`config.mk`:
```
export PLATFORM = sky130hd
export DESIGN_NAME = pulse_freq_counter_flat
export DESIGN_NICKNAME = d
export VERILOG_FILES = /design/src/rtl/pulse_freq_counter_if.sv /design/src/rtl/pulse_freq_counter.sv /design/src/flat_wrapper.sv
export SDC_FILE = /design/constraint.sdc
export NUM_CORES = 1
export LEC_CHECK = 0
export CAP_MARGIN = 40
export CORE_MARGIN = 2
export CORE_UTILIZATION = 45
export DETAILED_ROUTE_END_ITERATION = 8
export PLACE_DENSITY = 0.72
export SYNTH_ARGS = -nofsm -noshare
export SYNTH_HDL_FRONTEND = slang
export SYNTH_SLANG_ARGS = --single-unit
```
`constraint.sdc`:
```
create_clock -name clk -period 3.9 [get_ports clk]
set_clock_uncertainty 0.1 [all_clocks]
set_input_delay 0.585 -clock clk [delete_from_list [all_inputs] [get_ports clk]]
set_output_delay 0.585 -clock clk [all_outputs]
set_load 0.02 [all_outputs]
```
`src/rtl/pulse_freq_counter_if.sv`:
```
// pulse_freq_counter_if: run control, raw pulse input and measurement result
// of the pulse frequency counter. The controller drives through master, the
// counter sits on slave.
interface pulse_freq_counter_if #(
    parameter int COUNT_WIDTH = 12
);
    logic                   enable;
    logic [2:0]             clk_config;
    logic                   input_pulse;
    logic [COUNT_WIDTH-1:0] edge_count;
    logic                   count_valid;
    logic                   overflow;

    modport master (
        output enable, clk_config, input_pulse,
        input  edge_count, count_valid, overflow
    );

    modport slave (
        input  enable, clk_config, input_pulse,
        output edge_count, count_valid, overflow
    );
endinterface

```
`src/rtl/pulse_freq_counter.sv`:
```
// pulse_freq_counter: counts rising edges of an asynchronous pulse over a gate
// window of 2^(BASE_SHIFT + clk_config) clock cycles and reports the count at
// the end of each window. One discarded window (SETTLE) precedes counting after
// enable or a clk_config change.
// Optional build macro PULSE_DEGLITCH_EN adds a 3-sample agreement filter after
// the synchronizer (rejects single-cycle glitches, edge latency 3 -> 5 clocks).
module pulse_freq_counter #(
    parameter int BASE_SHIFT  = 10,
    parameter int COUNT_WIDTH = 12
) (
    input  logic                clk,
    input  logic                rst_n,
    pulse_freq_counter_if.slave bus
);
    // Widest window is 2^(BASE_SHIFT+7); the counter only needs to reach its last index.
    localparam int WIN_W = BASE_SHIFT + 7;

    localparam logic [1:0] IDLE   = 2'd0;
    localparam logic [1:0] SETTLE = 2'd1;
    localparam logic [1:0] COUNT  = 2'd2;

    logic [1:0]             sync_q;
    logic                   cond;
    logic                   cond_q;
    logic                   rise_det;

    logic [1:0]             state;
    logic [2:0]             cfg_q;
    logic [WIN_W-1:0]       win_cnt;
    logic [COUNT_WIDTH-1:0] acc;
    logic                   ovf_acc;

    logic [WIN_W-1:0]       win_last;
    logic                   win_end;
    logic                   acc_full;
    logic [COUNT_WIDTH-1:0] acc_next;
    logic                   ovf_next;

    logic [COUNT_WIDTH-1:0] edge_count_q;
    logic                   count_valid_q;
    logic                   overflow_q;

    // Synchronize the raw pulse and keep the previous conditioned value for edge detection.
    always_ff @(posedge clk) begin
        if (!rst_n) begin
            sync_q <= '0;
            cond_q <= 1'b0;
        end else begin
            // NOTE: non-blocking assignments make every flop sample pre-edge values;
            // blocking ones here would collapse the two synchronizer stages into one.
            sync_q <= {sync_q[0], bus.input_pulse};
            cond_q <= cond;
        end
    end

`ifdef PULSE_DEGLITCH_EN
    logic [1:0] hist_q;

    // Two older synchronized samples; the filtered level only moves when all three agree.
    always_ff @(posedge clk) begin
        if (!rst_n) begin
            hist_q <= '0;
        end else begin
            hist_q <= {hist_q[0], sync_q[1]};
        end
    end

    // cond_q doubles as the filter state, so the filter costs exactly two extra clocks.
    assign cond = ((sync_q[1] == hist_q[0]) && (sync_q[1] == hist_q[1])) ? sync_q[1] : cond_q;
`else
    assign cond = sync_q[1];
`endif

    assign rise_det = cond & ~cond_q;

    // Window terminal detection and saturating next value of the edge accumulator.
    always_comb begin
        // NOTE: every signal of this block is assigned on every pass through it,
        // so none can hold a previous value and no latch is inferred.
        win_last = {WIN_W{1'b1}} >> (3'd7 - cfg_q);
        win_end  = (win_cnt == win_last);
        acc_full = &acc;
        acc_next = acc_full ? acc : acc + COUNT_WIDTH'(rise_det);
        ovf_next = ovf_acc | (acc_full & rise_det);
    end

    // Run-control FSM, window counter, accumulator and result registers.
    always_ff @(posedge clk) begin
        if (!rst_n) begin
            state         <= IDLE;
            cfg_q         <= '0;
            win_cnt       <= '0;
            acc           <= '0;
            ovf_acc       <= 1'b0;
            edge_count_q  <= '0;
            count_valid_q <= 1'b0;
            overflow_q    <= 1'b0;
        end else begin
            cfg_q         <= bus.clk_config;
            count_valid_q <= 1'b0;
            if (!bus.enable) begin
                state   <= IDLE;
                win_cnt <= '0;
                acc     <= '0;
                ovf_acc <= 1'b0;
            end else if ((state != IDLE) && (bus.clk_config != cfg_q)) begin
                // New gate length: abandon the current window and settle again.
                state   <= SETTLE;
                win_cnt <= '0;
                acc     <= '0;
                ovf_acc <= 1'b0;
            end else begin
                case (state)
                    IDLE: begin
                        state   <= SETTLE;
                        win_cnt <= '0;
                        acc     <= '0;
                        ovf_acc <= 1'b0;
                    end
                    SETTLE: begin
                        if (win_end) begin
                            state   <= COUNT;
                            win_cnt <= '0;
                        end else begin
                            win_cnt <= win_cnt + WIN_W'(1);
                        end
                    end
                    COUNT: begin
                        if (win_end) begin
                            // The terminal-cycle edge goes into this result; the next
                            // window's first edge is added on the following clock.
                            edge_count_q  <= acc_next;
                            overflow_q    <= ovf_next;
                            count_valid_q <= 1'b1;
                            acc           <= '0;
                            ovf_acc       <= 1'b0;
                            win_cnt       <= '0;
                        end else begin
                            acc     <= acc_next;
                            ovf_acc <= ovf_next;
                            win_cnt <= win_cnt + WIN_W'(1);
                        end
                    end
                    default: begin
                        state <= IDLE;
                    end
                endcase
            end
        end
    end

    assign bus.edge_count  = edge_count_q;
    assign bus.count_valid = count_valid_q;
    assign bus.overflow    = overflow_q;
endmodule
```
`src/flat_wrapper.sv`:
```
// flat-port wrapper written by rule: the top's interface ports become plain ports
module pulse_freq_counter_flat 
#(
    parameter int BASE_SHIFT  = 10,
    parameter int COUNT_WIDTH = 12
)
  (clk, rst_n, bus_enable, bus_clk_config, bus_input_pulse, bus_edge_count, bus_count_valid, bus_overflow);
  pulse_freq_counter_if #(.COUNT_WIDTH(COUNT_WIDTH)) bus_i ();
  input  logic clk;
  input  logic rst_n;
  input wire logic [$bits(bus_i.enable)-1:0] bus_enable;
  input wire logic [$bits(bus_i.clk_config)-1:0] bus_clk_config;
  input wire logic [$bits(bus_i.input_pulse)-1:0] bus_input_pulse;
  output wire logic [$bits(bus_i.edge_count)-1:0] bus_edge_count;
  output wire logic [$bits(bus_i.count_valid)-1:0] bus_count_valid;
  output wire logic [$bits(bus_i.overflow)-1:0] bus_overflow;
  assign bus_i.enable = bus_enable;
  assign bus_i.clk_config = bus_clk_config;
  assign bus_i.input_pulse = bus_input_pulse;
  assign bus_edge_count = bus_i.edge_count;
  assign bus_count_valid = bus_i.count_valid;
  assign bus_overflow = bus_i.overflow;
  pulse_freq_counter #(.BASE_SHIFT(BASE_SHIFT), .COUNT_WIDTH(COUNT_WIDTH)) u_core (.clk(clk), .rst_n(rst_n), .bus(bus_i));
endmodule
```
==> flow_summary.yaml, run 1 <==
routing:
  wl_met3_um: 239
  routed.top_layer: "met4"
  wl_per_cell_um: 14.8
  num_vias: 2612
  wl_met2_um: 3190
  vias_per_cell: 5.95
  routed_wl_um: 6490
  dr.pass1.iters: 4
  antenna_left: 0
  wl_met1_um: 2940
  drc_errors: 0
  drt_iter0_drc: 155
floorplan:
  dieArea_sq_um: 7030
  ios: 21
  die_w_um: 83.9
  core_area_sq_um: 6240
  num_rows: 29
  start_util: 0.460
  fp.dieH_um: 83.9
critical_path:
  cp-end-kind: "register"
  crit_arrival_ps: 2930
  rrSetupSlack_ps: 1120
  setup.worst_path.start_class: "register"
  crit_type: "register to register"
  crit_required_ps: 4050
  reg2reg_depth: 8
  reg2reg_from: "u_core.win_cnt[0]$_SDFFE_PP0P_"
  r2r_end: "u_core.state[1]$_SDFFE_PP0P_"
  crit_fanout: 24
placement:
  io_buffers: 20
  place_area_sq_um: 3100
  hpwl_um: 4560
  place.gp.congestion: 0.837
yosys:
  mappedNetlistArea_sq_um: 2870
  ys_warn_count: 0
  synth_nets: 368
  syn_avg_cell_area_sq_um: 8.13
  synth-seq-area-share: 0.363
  ys_ff_latch: 52
  ys.flop_type: "dfxtp_1"
  synthCells: 353
  synth_edf_count: 0
  yosysUniqueCellTypes: 56
  synthArstFlopShare: 0
sta:
  rsz0062_at_grt: "no"
  tightest_slew_ps: 844
  relSlewSlack: 0.433
  drv_slew: 0
  finalSetupViolations: 0
  fmax_mhz: 360
  min_period_ps: 2780
  whs_ps: 345
  period_share: 0.713
  totalNegativeSetupSlack_ps: 0
  hold_viol: 0
clock_tree:
  numCtsBuffers: 5
  clkTransAtPathRegs_ps: 90
  cts.htree.levels: 2
  cts_tree: "built"
  cts-root-buf: "clkbuf_8"
  hold_buffers: 0
  clock_latency_ps: 300
  clk_path_buf_depth: 2
  cts.sinks: 52
  cts_resized: 0
  post_cts_buffers: 0
grt:
  grtUsageTotal: 0.193
  grt_max_degree: 26
  grt_pass1_vias: 2483
  antenna_found_initial: 0
  gr-total-overflow: 0
  grt_pass1_wl_um: 11200
cells_and_area:
  fin_util: 0.512
  diodes: 0
  nNetsFinal: 376
  design_area_sq_um: 3190
  drive_gt1_frac: 0.0718
  area_growth_pct: 11.3
pwr:
  p_per_area_nw_per_um2: 289
  p_total_w: 0.000924
  vdd_ir_drop_max_uv: 188
  power_leakage_nw: 1.03
run_status:
  status: "complete, no violations"
job:
  cap_viol_max_count: 0
worst_hold_path:
  worstHoldEndpoint: "u_core.sync_q[1]$_SDFF_PN0_"
  hp-class: "register to register"
  worstHoldPathCells: 1
  hp-start: "u_core.sync_q[0]$_SDFF_PN0_"
-- metal layers --
layer	track usage	vias up
met1	0.240	1209
met3	0.0356	14
met2	0.333	69
met5	0	-
li1	-	1320
met4	0.0704	0
-- state kept, by name, indices dropped and copies added, names as in the netlist, 2 cells and up --
name                   cells
u_core.sync_q              2
u_core.bus.edge_count     12
u_core.cfg_q               3
u_core.win_cnt            17
u_core.acc                12
u_core.state               2
-- stage by stage --
stage / cells / setup WS (ps)
after floorplan: 353 / 1630
after global placement: 430 / 990
after detailed placement: 431 / 924
after CTS: 439 / 1120
after global routing: 439 / 1000
final: 439 / 1120
-- cells in the mapped netlist, drive strengths merged, types with 7 or more instances --
library cell   n  share of area
nand3         25          0.044
and2           9          0.020
o21ai         12          0.022
nand4         15          0.033
a311oi         7          0.024
dfxtp         52           0.36
nor2          34          0.044
nand2         36          0.048
inv           13          0.017
a31oi         13          0.028
and3           8          0.017
ha             8          0.035
nor3          11          0.019
buf           12          0.030
clkbuf        14          0.018
a21oi         10          0.019
-- placed cells by master, fill, tap and decap left out, types with 3 or more instances in the layout --
cell type / instances
nand2b_1: 3
a21oi_1: 9
and3_1: 8
xor2_1: 4
nor2b_1: 4
o2111ai_1: 4
nor3_1: 11
clkbuf_8: 6
o21ai_0: 11
a31oi_1: 13
nand4_1: 15
ha_1: 8
a22oi_1: 4
a211oi_2: 3
nand2_1: 35
nor2_1: 34
and2_1: 9
o31ai_1: 5
dfxtp_1: 52
inv_1: 13
xnor2_1: 5
nor4b_1: 3
o22ai_1: 4
buf_4: 6
and4_1: 3
a311oi_1: 6
clkdlybuf4s50_1: 20
nand3_1: 25
a32oi_1: 3
-- report_power, final --
group          internal, W  leakage, nW   total, W  switching, W
clock network     0.000142       0.0510   0.000315      0.000173
registers         0.000535        0.420   0.000542    0.00000683
logic            0.0000269        0.560  0.0000669     0.0000400
total             0.000704         1.03   0.000924      0.000220
-- worst max-delay path by stage --
stage	end	slack, ps	start
after floorplan	u_core.bus.overflow$_SDFFE_PN0P_	1630	u_core.win_cnt[0]$_SDFFE_PP0P_
after global placement	u_core.win_cnt[12]$_SDFFE_PP0P_	990	bus_clk_config[1]
after detailed placement	u_core.win_cnt[12]$_SDFFE_PP0P_	920	bus_clk_config[1]
after CTS	u_core.state[1]$_SDFFE_PP0P_	1120	u_core.win_cnt[0]$_SDFFE_PP0P_
after global routing	u_core.state[1]$_SDFFE_PP0P_	1000	u_core.win_cnt[0]$_SDFFE_PP0P_
final	u_core.state[1]$_SDFFE_PP0P_	1120	u_core.win_cnt[0]$_SDFFE_PP0P_
-- logic make-up (layout without fill, tap and decap cells) --
logic type	after synthesis	after routing	synth area share
simple gates	165	165	0.298
xor+xnor	9	9	0.0275
flops	52	52	0.363
fa+ha+maj	8	8	0.0349
compound gates	79	79	0.209
mux	1	1	0.00349
buf+inv	39	48	0.0649
-- cell type report --
class | count | area [sq um]
well taps | 77 | 96.3
flip-flops and latches | 52 | 1040
multi-input cells | 262 | 1640
inverters | 13 | 48.8
repair buffers | 27 | 273
clock buffers | 6 | 82.6
fillers | 609 | 3050
clock inverters | 2 | 10.0
-- critical path: stages, from the launching register on --
cell     delay [ps]
dfxtp_1         400
ha_1            190
and3_1          290
nand4_1         180
a31o_2          280
a211o_1         480
buf_16          260
or4b_1          470
nand3_1          90
Power figures use the tool's default switching activity.
==> run 2, diff against run 1 <==
--- a/config.mk
+++ b/config.mk
@@ -9,7 +9,7 @@
 export CORE_MARGIN = 2
 export CORE_UTILIZATION = 45
 export DETAILED_ROUTE_END_ITERATION = 8
-export PLACE_DENSITY = 0.72
+export PLACE_DENSITY = 0.74
 export SYNTH_ARGS = -nofsm -noshare
 export SYNTH_HDL_FRONTEND = slang
 export SYNTH_SLANG_ARGS = --single-unit
==> constraint.sdc (replaced) <==
create_clock -name clk -period 2.4 [get_ports clk]
set_clock_uncertainty 0.1 [all_clocks]
set_input_delay 0.36 -clock clk [delete_from_list [all_inputs] [get_ports clk]]
set_output_delay 0.36 -clock clk [all_outputs]
set_load 0.02 [all_outputs]
==> run 2 against run 1 <==
Sequential share of layout area decreased by 2.7 points. Sequential power increased by 62%. Via count increased by 4.5%. Critical path depth decreased by 1. First-iteration DRC count decreased by 17%. Fmax increased by 22%. Final area increased by 9.0%. Register-to-register slack got worse by 1000 ps. Non-clock buffer count increased by 32. Die area unchanged. Worst hold slack got worse by 3.9 ps.
==> flow_summary.yaml, run 2 (synthesis results as in run 1) <==
sta:
  drv_slew: 0
  final.setup.worst_slack_ps: 118
  finalSetupViolations: 0
  tightest_slew_ps: 503
  rsz0062_at_grt: "no"
  min_period_ps: 2280
  relSlewSlack: 0.664
  period_share: 0.951
  fmax_mhz: 438
  whs_ps: 341
  hold_viol: 0
grt:
  grt_pass1_wl_um: 11500
  grt_pass1_vias: 2451
  grtUsageTotal: 0.197
  antenna_found_initial: 0
  grt_max_degree: 20
  gr-total-overflow: 0
critical_path:
  path_delay_family: "simple AND/OR/NAND/NOR gates"
  crit_required_ps: 2480
  crit_arrival_ps: 2370
  cp-end-kind: "register"
  path_buf_inv: 1
  reg2reg_from: "u_core.win_cnt[6]$_SDFFE_PP0P_"
  crit_type: "register to register"
  setup.worst_path.start_class: "register"
  path_cells: "and4_1, nand4_1, a31o_2, a211o_1, buf_4, nor4_1, nor3_1"
  cpMaxStageDelayCell: "dfxtp_1"
  reg2reg_depth: 7
  worst_path_largest_cell_delay_ps: 400
  r2r_end: "u_core.bus.overflow$_SDFFE_PN0P_"
  crit_fanout: 19
  rrSetupSlack_ps: 120
cells_and_area:
  fin_util: 0.558
  area_growth_pct: 21.4
  largest-register: "u_core.win_cnt"
  diodes: 0
  drive_gt1_frac: 0.155
  nNetsFinal: 408
  fillerInstances: 591
  largest_reg_flops: 17
  design_area_sq_um: 3480
  final_common_cell: "dfxtp_1"
  final_cell_mix: "52 x dfxtp_1, 38 x buf_4, 35 x nand2_1, 34 x nor2_1, 24 x nand3_1"
floorplan:
  core_area_sq_um: 6240
  start_util: 0.460
  dieArea_sq_um: 7030
  fp.dieH_um: 83.9
  num_rows: 29
  die_w_um: 83.9
  ios: 21
routing:
  num_vias: 2730
  routed_wl_um: 6710
  drc_errors: 0
  dr.pass1.iters: 5
  drt_iter0_drc: 128
  antenna_left: 0
  wl_per_cell_um: 14.3
  vias_per_cell: 5.81
clock_tree:
  cts.sinks: 52
  numCtsBuffers: 5
  cts.htree.levels: 2
  clock_latency_ps: 310
  clk_path_buf_depth: 2
  hold_buffers: 0
  cts-root-buf: "clkbuf_8"
  clkTransAtPathRegs_ps: 90
  cts_tree: "built"
job:
  cap_viol_max_count: 0
run_status:
  status: "complete, no violations"
placement:
  pre_cts_ws_ps: -96.2
  place_area_sq_um: 3330
  hpwl_um: 4980
  place.gp.congestion: 0.888
  io_buffers: 20
pwr:
  p_per_area_nw_per_um2: 491
  power_leakage_nw: 1.20
  p_total_w: 0.00171
  vdd_ir_drop_max_uv: 250
worst_hold_path:
  worstHoldPathCells: 1
  worstHoldEndpoint: "u_core.sync_q[1]$_SDFF_PN0_"
  hp-class: "register to register"
  hp-start: "u_core.sync_q[0]$_SDFF_PN0_"
## run 2: report_power, final
part | switching (W) | internal, W | total [W]
Sequential | 0.00000752 | 0.000869 | 0.000877
Clock | 0.000289 | 0.000411 | 0.000700
Combinational | 0.0000734 | 0.0000600 | 0.000133
## run 2: how the worst max path moves through the flow
| stage | cells past startpoint | end | slack, ps | startpoint |
|---|---|---|---|---|
| after global placement | 8 | u_core.win_cnt[7]$_SDFFE_PP0P_ | -30 | bus_clk_config[1] |
| after detailed placement | 8 | u_core.win_cnt[4]$_SDFFE_PP0P_ | -100 | bus_clk_config[1] |
| after global routing | 8 | u_core.acc[7]$_SDFFE_PP0P_ | 10 | u_core.win_cnt[0]$_SDFFE_PP0P_ |
| final | 7 | u_core.bus.overflow$_SDFFE_PN0P_ | 120 | u_core.win_cnt[6]$_SDFFE_PP0P_ |
| after floorplan | 10 | u_core.bus.overflow$_SDFFE_PN0P_ | 130 | u_core.win_cnt[0]$_SDFFE_PP0P_ |
| after CTS | 7 | u_core.win_cnt[4]$_SDFFE_PP0P_ | 5 | u_core.win_cnt[11]$_SDFFE_PP0P_ |
## run 2: metal layers
| layer | GRT usage | up-vias | routed length (um) |
|---|---|---|---|
| met3 | 0.0336 | 8 | 218 |
| li1 | - | 1380 | - |
| met1 | 0.254 | 1289 | 3060 |
| met4 | 0.0587 | 0 | 81 |
| met2 | 0.335 | 53 | 3350 |
| met5 | 0 | - | 0 |
## run 2: area by class of cell
cell class | count | area (sq um) | area share
flip-flops and latches | 52 | 1040 | 0.299
repair buffers | 59 | 505 | 0.145
inverters | 13 | 48.8 | 0.0140
clock inverters | 2 | 60.1 | 0.0172
multi-input cells | 262 | 1660 | 0.477
clock buffers | 5 | 68.8 | 0.0198
well taps | 77 | 96.3 | 0.0277
## run 2: what timing repair did
action                                  4_1_cts  5_1_grt
endpoints found under the setup margin        0        7
buffers inserted                              0        0
resized for setup                             0        6
## run 2: worst reg2reg max path: cells and delay by family, from the launching register on
kind                   cells  cell delay (ps)
DFF                        1              400
and+or+nand+nor            4              820
buffers and inverters      1              230
AOI/OAI and AO/OA          2              630
## run 2: per-stage QoR
stage	cells	TNS [ps]
finish	470	0
global route	470	0
CTS	470	0
detailed placement	463	-231
global placement	463	-26.2
floorplan	353	0
